[config.mk]
export PLATFORM = sky130hd
export DESIGN_NAME = alu_ctrl
export DESIGN_NICKNAME = d
export VERILOG_FILES = /design/src/rtl/alu_ctrl.sv
export SDC_FILE = /design/constraint.sdc
export NUM_CORES = 1
export LEC_CHECK = 0
export CORE_MARGIN = 2
export CORE_UTILIZATION = 47
export CTS_BUF_LIST = sky130_fd_sc_hd__clkbuf_16
export DETAILED_ROUTE_END_ITERATION = 6
export PLACE_DENSITY = 0.83
export SLEW_MARGIN = 10
export SYNTH_ARGS = -nofsm -noshare
export SYNTH_HDL_FRONTEND = slang
export SYNTH_SLANG_ARGS = --single-unit
[constraint.sdc]
create_clock -name clk -period 1.8 [get_ports clk]
set_input_delay 0.27 -clock clk [delete_from_list [all_inputs] [get_ports clk]]
set_output_delay 0.27 -clock clk [all_outputs]
set_load 0.05 [all_outputs]
[src/rtl/alu_ctrl.sv]
// Round-robin command sequencer for the 4-bit ripple ALU.
// Runs single-cycle ops directly and MUL as a 4-step shift-add.
module alu_ctrl (
  input  logic       clk,
  input  logic       rst,
  input  logic       req0,
  input  logic       req1,
  input  logic [2:0] cmd0,
  input  logic [2:0] cmd1,
  input  logic [3:0] a0,
  input  logic [3:0] b0,
  input  logic [3:0] a1,
  input  logic [3:0] b1,
  output logic [1:0] gnt,
  output logic       busy,
  output logic       done,
  output logic       done_id,
  output logic [7:0] result,
  output logic       cout_o,
  output logic       err,
  output logic [3:0] alu_a,
  output logic [3:0] alu_b,
  output logic [3:0] alu_op,
  output logic       alu_less,
  input  logic [3:0] alu_result,
  input  logic       alu_cout,
  input  logic       alu_set
);

  localparam logic [2:0] C_AND = 3'b000;
  localparam logic [2:0] C_OR  = 3'b001;
  localparam logic [2:0] C_ADD = 3'b010;
  localparam logic [2:0] C_SUB = 3'b011;
  localparam logic [2:0] C_SLT = 3'b100;
  localparam logic [2:0] C_NOR = 3'b101;
  localparam logic [2:0] C_MUL = 3'b110;
  localparam logic [2:0] C_RSV = 3'b111;

  typedef enum logic [1:0] {
    IDLE,
    EXEC,
    MUL,
    DONE
  } state_t;

  state_t     state;
  logic       last;
  logic       id;
  logic [2:0] cmd;
  logic [3:0] opa;
  logic [3:0] opb;
  logic [7:0] prod;
  logic [1:0] cnt;

  logic       pick1;
  logic [2:0] pcmd;
  logic [3:0] pa;
  logic [3:0] pb;
  logic [7:0] p_next;

  // On a tie the requester that was not served last wins.
  assign pick1 = req1 & (~req0 | ~last);
  assign pcmd  = pick1 ? cmd1 : cmd0;
  assign pa    = pick1 ? a1 : a0;
  assign pb    = pick1 ? b1 : b0;

  assign busy = (state != IDLE);

  assign p_next = prod[0] ? {alu_cout, alu_result, prod[3:1]}
                          : {1'b0, prod[7:1]};

  function automatic logic [3:0] op_of(input logic [2:0] c);
    logic [3:0] o;
    o = 4'b0000;
    case (c)
      C_AND:   o = 4'b0000;
      C_OR:    o = 4'b0001;
      C_ADD:   o = 4'b0010;
      C_SUB:   o = 4'b0110;
      C_SLT:   o = 4'b0111;
      C_NOR:   o = 4'b1100;
      default: o = 4'b0000;
    endcase
    return o;
  endfunction

  always_comb begin
    alu_a    = 4'h0;
    alu_b    = 4'h0;
    alu_op   = 4'h0;
    alu_less = 1'b0;
    if (state == EXEC && cmd != C_RSV) begin
      alu_a    = opa;
      alu_b    = opb;
      alu_op   = op_of(cmd);
      alu_less = (cmd == C_SLT) ? alu_set : 1'b0;
    end else if (state == MUL) begin
      alu_a  = prod[7:4];
      alu_b  = opa;
      alu_op = 4'b0010;
    end
  end

  always_ff @(posedge clk) begin
    if (rst) begin
      state   <= IDLE;
      last    <= 1'b1;
      id      <= 1'b0;
      cmd     <= 3'b000;
      opa     <= 4'h0;
      opb     <= 4'h0;
      prod    <= 8'h00;
      cnt     <= 2'd0;
      gnt     <= 2'b00;
      done    <= 1'b0;
      done_id <= 1'b0;
      result  <= 8'h00;
      cout_o  <= 1'b0;
      err     <= 1'b0;
    end else begin
      gnt     <= 2'b00;
      done    <= 1'b0;
      done_id <= 1'b0;
      case (state)
        IDLE: begin
          if (req0 | req1) begin
            gnt   <= pick1 ? 2'b10 : 2'b01;
            last  <= pick1;
            id    <= pick1;
            cmd   <= pcmd;
            opa   <= pa;
            opb   <= pb;
            prod  <= {4'h0, pb};
            cnt   <= 2'd0;
            state <= (pcmd == C_MUL) ? MUL : EXEC;
          end
        end
        EXEC: begin
          result  <= (cmd == C_RSV) ? 8'h00 : {4'h0, alu_result};
          cout_o  <= (cmd == C_ADD || cmd == C_SUB) & alu_cout;
          err     <= (cmd == C_RSV);
          done    <= 1'b1;
          done_id <= id;
          state   <= DONE;
        end
        MUL: begin
          prod <= p_next;
          cnt  <= cnt + 2'd1;
          if (cnt == 2'd3) begin
            result  <= p_next;
            cout_o  <= 1'b0;
            err     <= 1'b0;
            done    <= 1'b1;
            done_id <= id;
            state   <= DONE;
          end
        end
        DONE: state <= IDLE;
        default: state <= IDLE;
      endcase
    end
  end

endmodule

==> impl_metrics.yaml, run 1 <==
drt:
  drc: 0
  finalWirelength_mm: 7.63
  drt_iter0_markers: 176
  ant_nets: 0
  wl_per_cell_um: 20.2
  avgViaCountPerCell: 6.29
  vias: 2371
  firstDrtPassIters: 7
flow_run:
  cap_viol_max_count: 0
cells_and_area:
  post-route-util_pct: 78.0
  num-nets-final: 361
  fillCellCount: 280
  diodes: 0
  design_area_um2: 3370
  syn2layout_area_growth_pct: 61.8
  drive_above_1_share_pct: 30.5
floorplanning:
  initial_core_util_pct: 48.2
  core_area_um2: 4320
  die_h_um: 70.6
  die_x_um: 70.6
  io_pins: 60
  dieArea_um2: 4980
  rows: 24
timing:
  period_needed_ps: 1850
  clock_skew_ps: 6.93
  worstMarginPinSlew_ps: 670
  hold_viol_final: 0
  layout_setup_ws_ps: -45.4
  relSlewSlack_pct: 54.7
  drv_slew: 0
  finalSetupViolCount: 12
  max_freq_mhz: 542
  rsz0062_at_grt: "yes"
  fin_crit_sh_pct: 103
placed_design:
  dpl.hpwl_mm: 4.39
  dpl-instance-area_um2: 3040
  port_buffers: 59
  place.gp.congestion: 0.843
synth:
  synthesis.instances: 248
  ys_seq_area_share_pct: 37.5
  synth_edf_count: 0
  synth_fp_nets: 285
  async_flop_share_pct: 0
  syn-mean-instance-area_um2: 8.41
  yosysUniqueCellTypes: 47
  synth_area_um2: 2080
  ys.flop_type: "dfxtp_1"
  synth_seq_cells: 39
  synth_warnings: 0
clock_network:
  clock-sinks: 39
  root_buffer: "clkbuf_16"
  clockBufferDepth: 2
  cts_tree: "done"
  clkTransAtPathRegs_ps: 60
  htree_levels: 2
  clk_latency_ps: 290
  hold_buffers: 0
  cts_buffers: 5
worst_setup_path:
  ff2ff_path_depth: 7
  crit_end: "alu_op[1]"
  critical_path_arrival_ps: 1580
  r2r_end: "cout_o$_SDFFE_PP0P_"
  rr_startpoint: "state[0]$_SDFFE_PP0P_"
  r2r_slack_ps: -40
  endpoint_kind: "primary output"
  cp.required_ps: 1530
  cp-startpoint: "state[0]$_SDFFE_PP0P_"
  critical_path_class: "reg2out"
  crit_fanout: 6
  cp-start-kind: "register"
power_and_ir_drop:
  leakage_nw: 1.30
  peakVddDrop_uv: 882
  p_total_w: 0.00585
  power.density_nw_per_um2: 1740
outcome:
  status: "finished, violations left"
  violations: "negative setup slack"
global_route:
  track_usage_pct: 29.0
  grt_start_max_net_pins: 23
  grt_first_pass_wirelength_mm: 11.5
  grt-ovfl-total: 0
  grt_pass1_vias: 2315
  antenna_found_initial: 0
hold_path:
  hp-class: "reg2reg"
cells in the final DEF (no fill, tap or decap), types with 2 or more instances in the layout:
cell / instances
dfxtp_1: 36
buf_4: 36
clkdlybuf4s50_1: 35
a21oi_1: 23
nor2_1: 21
nand2_1: 19
o21ai_0: 19
mux2i_1: 17
buf_12: 17
nand3_1: 15
o21ai_4: 8
mux2_2: 6
clkbuf_16: 5
inv_1: 3
a221oi_1: 3
nor2b_1: 3
o2111a_1: 3
a32o_1: 3
a211oi_1: 3
inv_4: 2
and2_1: 2
inv_2: 2
nor3b_2: 2
clkinv_1: 2
nand4b_1: 2
a311oi_1: 2
nand4_1: 2
ha_1: 2
ha_4: 2
dfxtp_4: 2
metal layers:
metal / track usage (%) / vias up / wire [um]
met1: 36.0 / 1139 / 3030
met2: 48.5 / 153 / 3790
met5: 0 / - / 0
met3: 7.12 / 33 / 518
met4: 11.9 / 0 / 297
li1: - / 1046 / -
worst max-delay path: stages (launching register included):
cell,delay (ps)
dfxtp_4,390
inv_4,50
ha_4,180
inv_2,70
o22ai_2,70
a221o_2,360
buf_12,160
registers in the layout, indices dropped and copies added, names as in the netlist:
name	cells
done_id	1
gnt	2
prod	8
err	1
cmd	3
result	8
done	1
cout_o	1
opa	4
id	1
state	2
last	1
cnt	2
opb	4
report_power, final:
group	switching, W	internal [W]
Clock	0.000372	0.000647
Combinational	0.00191	0.00154
Sequential	0.000258	0.00112
what timing repair did:
item | 4_1_cts | 5_1_grt
endpoints found under the setup margin | 12 | 24
pin swaps | 8 | 4
buffers inserted | 3 | 0
cloned | 1 | 0
gates resized for setup | 22 | 6
kinds of logic (layout without fill, tap and decap cells):
| kind of cell | after synthesis | after routing | synth area share (%) |
|---|---|---|---|
| XOR/XNOR | 1 | 1 | 0.420 |
| flip-flops | 39 | 39 | 37.5 |
| adder cells (fa/ha/maj) | 5 | 5 | 3.00 |
| multiplexers | 23 | 23 | 11.4 |
| AO/OA/AOI/OAI | 73 | 73 | 21.8 |
| buffers and inverters | 28 | 105 | 6.90 |
| AND/OR/NAND/NOR | 79 | 79 | 19.0 |
Yosys cell counts (all sizes together) (2+ instances only):
cell type   n  area, um^2
a311oi      2        17.5
nor3b       4        30.0
ha          5        62.6
nand4b      2        17.5
nand3      16        85.1
or3b        2        17.5
nor2b       3        18.8
and2        2        12.5
a211oi      3        22.5
inv         7        26.3
nand2      19        71.3
buf        13        87.6
a21oi      23         115
dfxtp      39         781
nor2       22        82.6
a221oi      3        26.3
o21ai      27         135
mux2        6        67.6
nand4       2        12.5
o2111a      3        33.8
clkbuf      7        26.3
mux2i      17         170
a32o        3        30.0
worst min path at each step:
stage,depth (start not counted),slack (ps),to,startpoint
2_1_floorplan,1,350,done$_SDFF_PP0_,rst
3_3_place_gp,2,450,result[6]$_SDFFE_PP0P_,result[6]$_SDFFE_PP0P_
3_5_place_dp,2,450,id$_SDFFE_PP0N_,id$_SDFFE_PP0N_
4_1_cts,2,460,id$_SDFFE_PP0N_,id$_SDFFE_PP0N_
5_1_grt,2,480,id$_SDFFE_PP0N_,id$_SDFFE_PP0N_
6_report,2,470,id$_SDFFE_PP0N_,id$_SDFFE_PP0N_
stage by stage:
step / std cells / hold slack (ps) / setup TNS [ps] / setup WS [ps]
global placement: 365 / 445 / -7.29 / -7.29
global route: 377 / 484 / -644 / -70.1
finish: 377 / 465 / -248 / -45.4
detailed placement: 365 / 451 / -34.1 / -25.5
floorplan: 248 / 354 / -572 / -97.2
CTS: 377 / 462 / -19.2 / -19.2
cell type report:
class / instances / area [um^2] / area share [%]
Clock buffer: 5 / 125 / 3.71
Tap cell: 52 / 65.1 / 1.93
Timing Repair Buffer: 89 / 993 / 29.5
Clock inverter: 3 / 38.8 / 1.15
Inverter: 8 / 35.0 / 1.04
Multi-Input combinational cell: 181 / 1330 / 39.3
Sequential cell: 39 / 790 / 23.4
No activity file was read; power rests on OpenSTA's default activity.
==> run 2: changes to the inputs <==
Settings changed: CORE_ASPECT_RATIO set to 1.5.
Clock period 1.8 ns to 1.9 ns, I/O delays scaled along.
==> impl_metrics.yaml, run 2 (synthesized netlist as in run 1, its figures left out) <==
timing:
  fin_crit_sh_pct: 98.4
  hold_viol_final: 0
  max_freq_mhz: 535
  worstMarginPinSlew_ps: 509
  drv_slew: 0
  finalSetupViolCount: 0
  relSlewSlack_pct: 66.0
  rsz0062_at_grt: "yes"
  period_needed_ps: 1870
  whs_ps: 458
  finalSetupTns_ps: 0
  clock_skew_ps: 2.51
placed_design:
  dp_cells: 352
  port_buffers: 59
  dpl.hpwl_mm: 4.17
  place.gp.congestion: 0.848
cells_and_area:
  drive_above_1_share_pct: 23.2
  num-nets-final: 351
  post-route-util_pct: 74.9
  fillCellCount: 292
  syn2layout_area_growth_pct: 52.5
  final-seq-area_um2: 791
  final_cell_mix: "45 x clkdlybuf4s50_1, 35 x dfxtp_1, 23 x a21oi_1, 21 x nor2_1"
  final_cells: 361
  largestRegisters: "prod x8, result x8"
  multi_input_area_um2: 1270
  layout_commonest_cell: "clkdlybuf4s50_1"
  diodes: 0
clock_network:
  clock-sinks: 39
  root_buffer: "clkbuf_16"
  hold_buffers: 0
  htree_levels: 2
  cts_buffers: 5
  clockBufferDepth: 2
  clk_latency_ps: 280
  clkTransAtPathRegs_ps: 60
  cts_tree: "done"
floorplanning:
  die_h_um: 85.6
  rows: 29
  initial_core_util_pct: 49.1
  die_x_um: 58.4
  io_pins: 60
  dieArea_um2: 4990
  core_area_um2: 4250
power_and_ir_drop:
  leakage_nw: 1.19
  peakVddDrop_uv: 1320
  power.density_nw_per_um2: 1530
  p_total_w: 0.00486
global_route:
  grt-ovfl-total: 0
  grt_start_max_net_pins: 23
  track_usage_pct: 24.6
  grt_pass1_vias: 2040
  grt_first_pass_wirelength_mm: 9.58
  antenna_found_initial: 0
hold_path:
  hp-class: "reg2reg"
  hp-start: "result[6]$_SDFFE_PP0P_"
worst_setup_path:
  crit_fanout: 8
  cp-startpoint: "state[1]$_SDFFE_PP0P_"
  critical_path_class: "reg2out"
  critical_path_arrival_ps: 1580
  cp.required_ps: 1620
  rr_startpoint: "state[0]$_SDFFE_PP0P_"
  endpoint_kind: "primary output"
  cp-start-kind: "register"
flow_run:
  cap_viol_max_count: 0
drt:
  wl_per_cell_um: 16.1
  firstDrtPassIters: 4
  drt_iter0_markers: 64
  avgViaCountPerCell: 5.86
  vias: 2116
  ant_nets: 0
  finalWirelength_mm: 5.81
  drc: 0
outcome:
  status: "completed"
-- run 2: changes by cell type in the layout (fill, tap and decap cells not counted), sizes merged --
cell           change
bufinv             -1
clkinvlp           +1
inv                +1
bufbuf             -1
clkinv             -1
buf               -19
clkdlybuf4s50     +10
-- run 2: report_power, final --
group / switching [W] / leakage, nW / internal (W)
sequential: 0.000216 / 0.322 / 0.00107
combinational: 0.00159 / 0.798 / 0.00119
clock: 0.000320 / 0.0710 / 0.000478
total: 0.00212 / 1.19 / 0.00273
-- run 2: through the flow --
stage	area (um^2)	worst slack, ps
6_report	3180	31.0
5_1_grt	3180	-18.5
4_1_cts	3130	-9.59
3_5_place_dp	2970	78.2
3_3_place_gp	2970	101
2_1_floorplan	2150	-12.2
-- run 2: layer usage --
layer	global-route usage, %	wire length, um
met5	0	0
met4	11.8	162
met3	4.83	282
met2	42.2	3040
met1	28.6	2330
-- run 2: repair_timing --
action	in CTS	in global routing
cloned	0	0
setup endpoints to repair	10	10
setup buffers	1	0
pin swaps	0	1
resized for setup	4	14
-- run 2: layout make-up --
cell class              instances  area share [%]
clock buffers                   5            3.94
clock inverters                 3           0.512
inverters                       8           0.945
multi-input cells             181            40.1
flip-flops and latches         39            24.9
well taps                      46            1.81
repair buffers                 79            27.8
-- run 2: final timing paths --
path | endpoint | slack (ps) | cells after the start
worst max register to register | prod[3]$_SDFFE_PP0P_ | 180 | 6
worst min-delay path | result[6]$_SDFFE_PP0P_ | 460 | 2
worst max-delay path | alu_a[0] | 30 | 6
worst min register to register | result[6]$_SDFFE_PP0P_ | 460 | 2
-- run 2: worst max-delay path, cell delays in order, from the launching register on --
cell	delay, ps
dfxtp_4	370
inv_2	70
ha_4	180
and2_0	130
buf_4	190
o21ai_2	200
buf_12	160
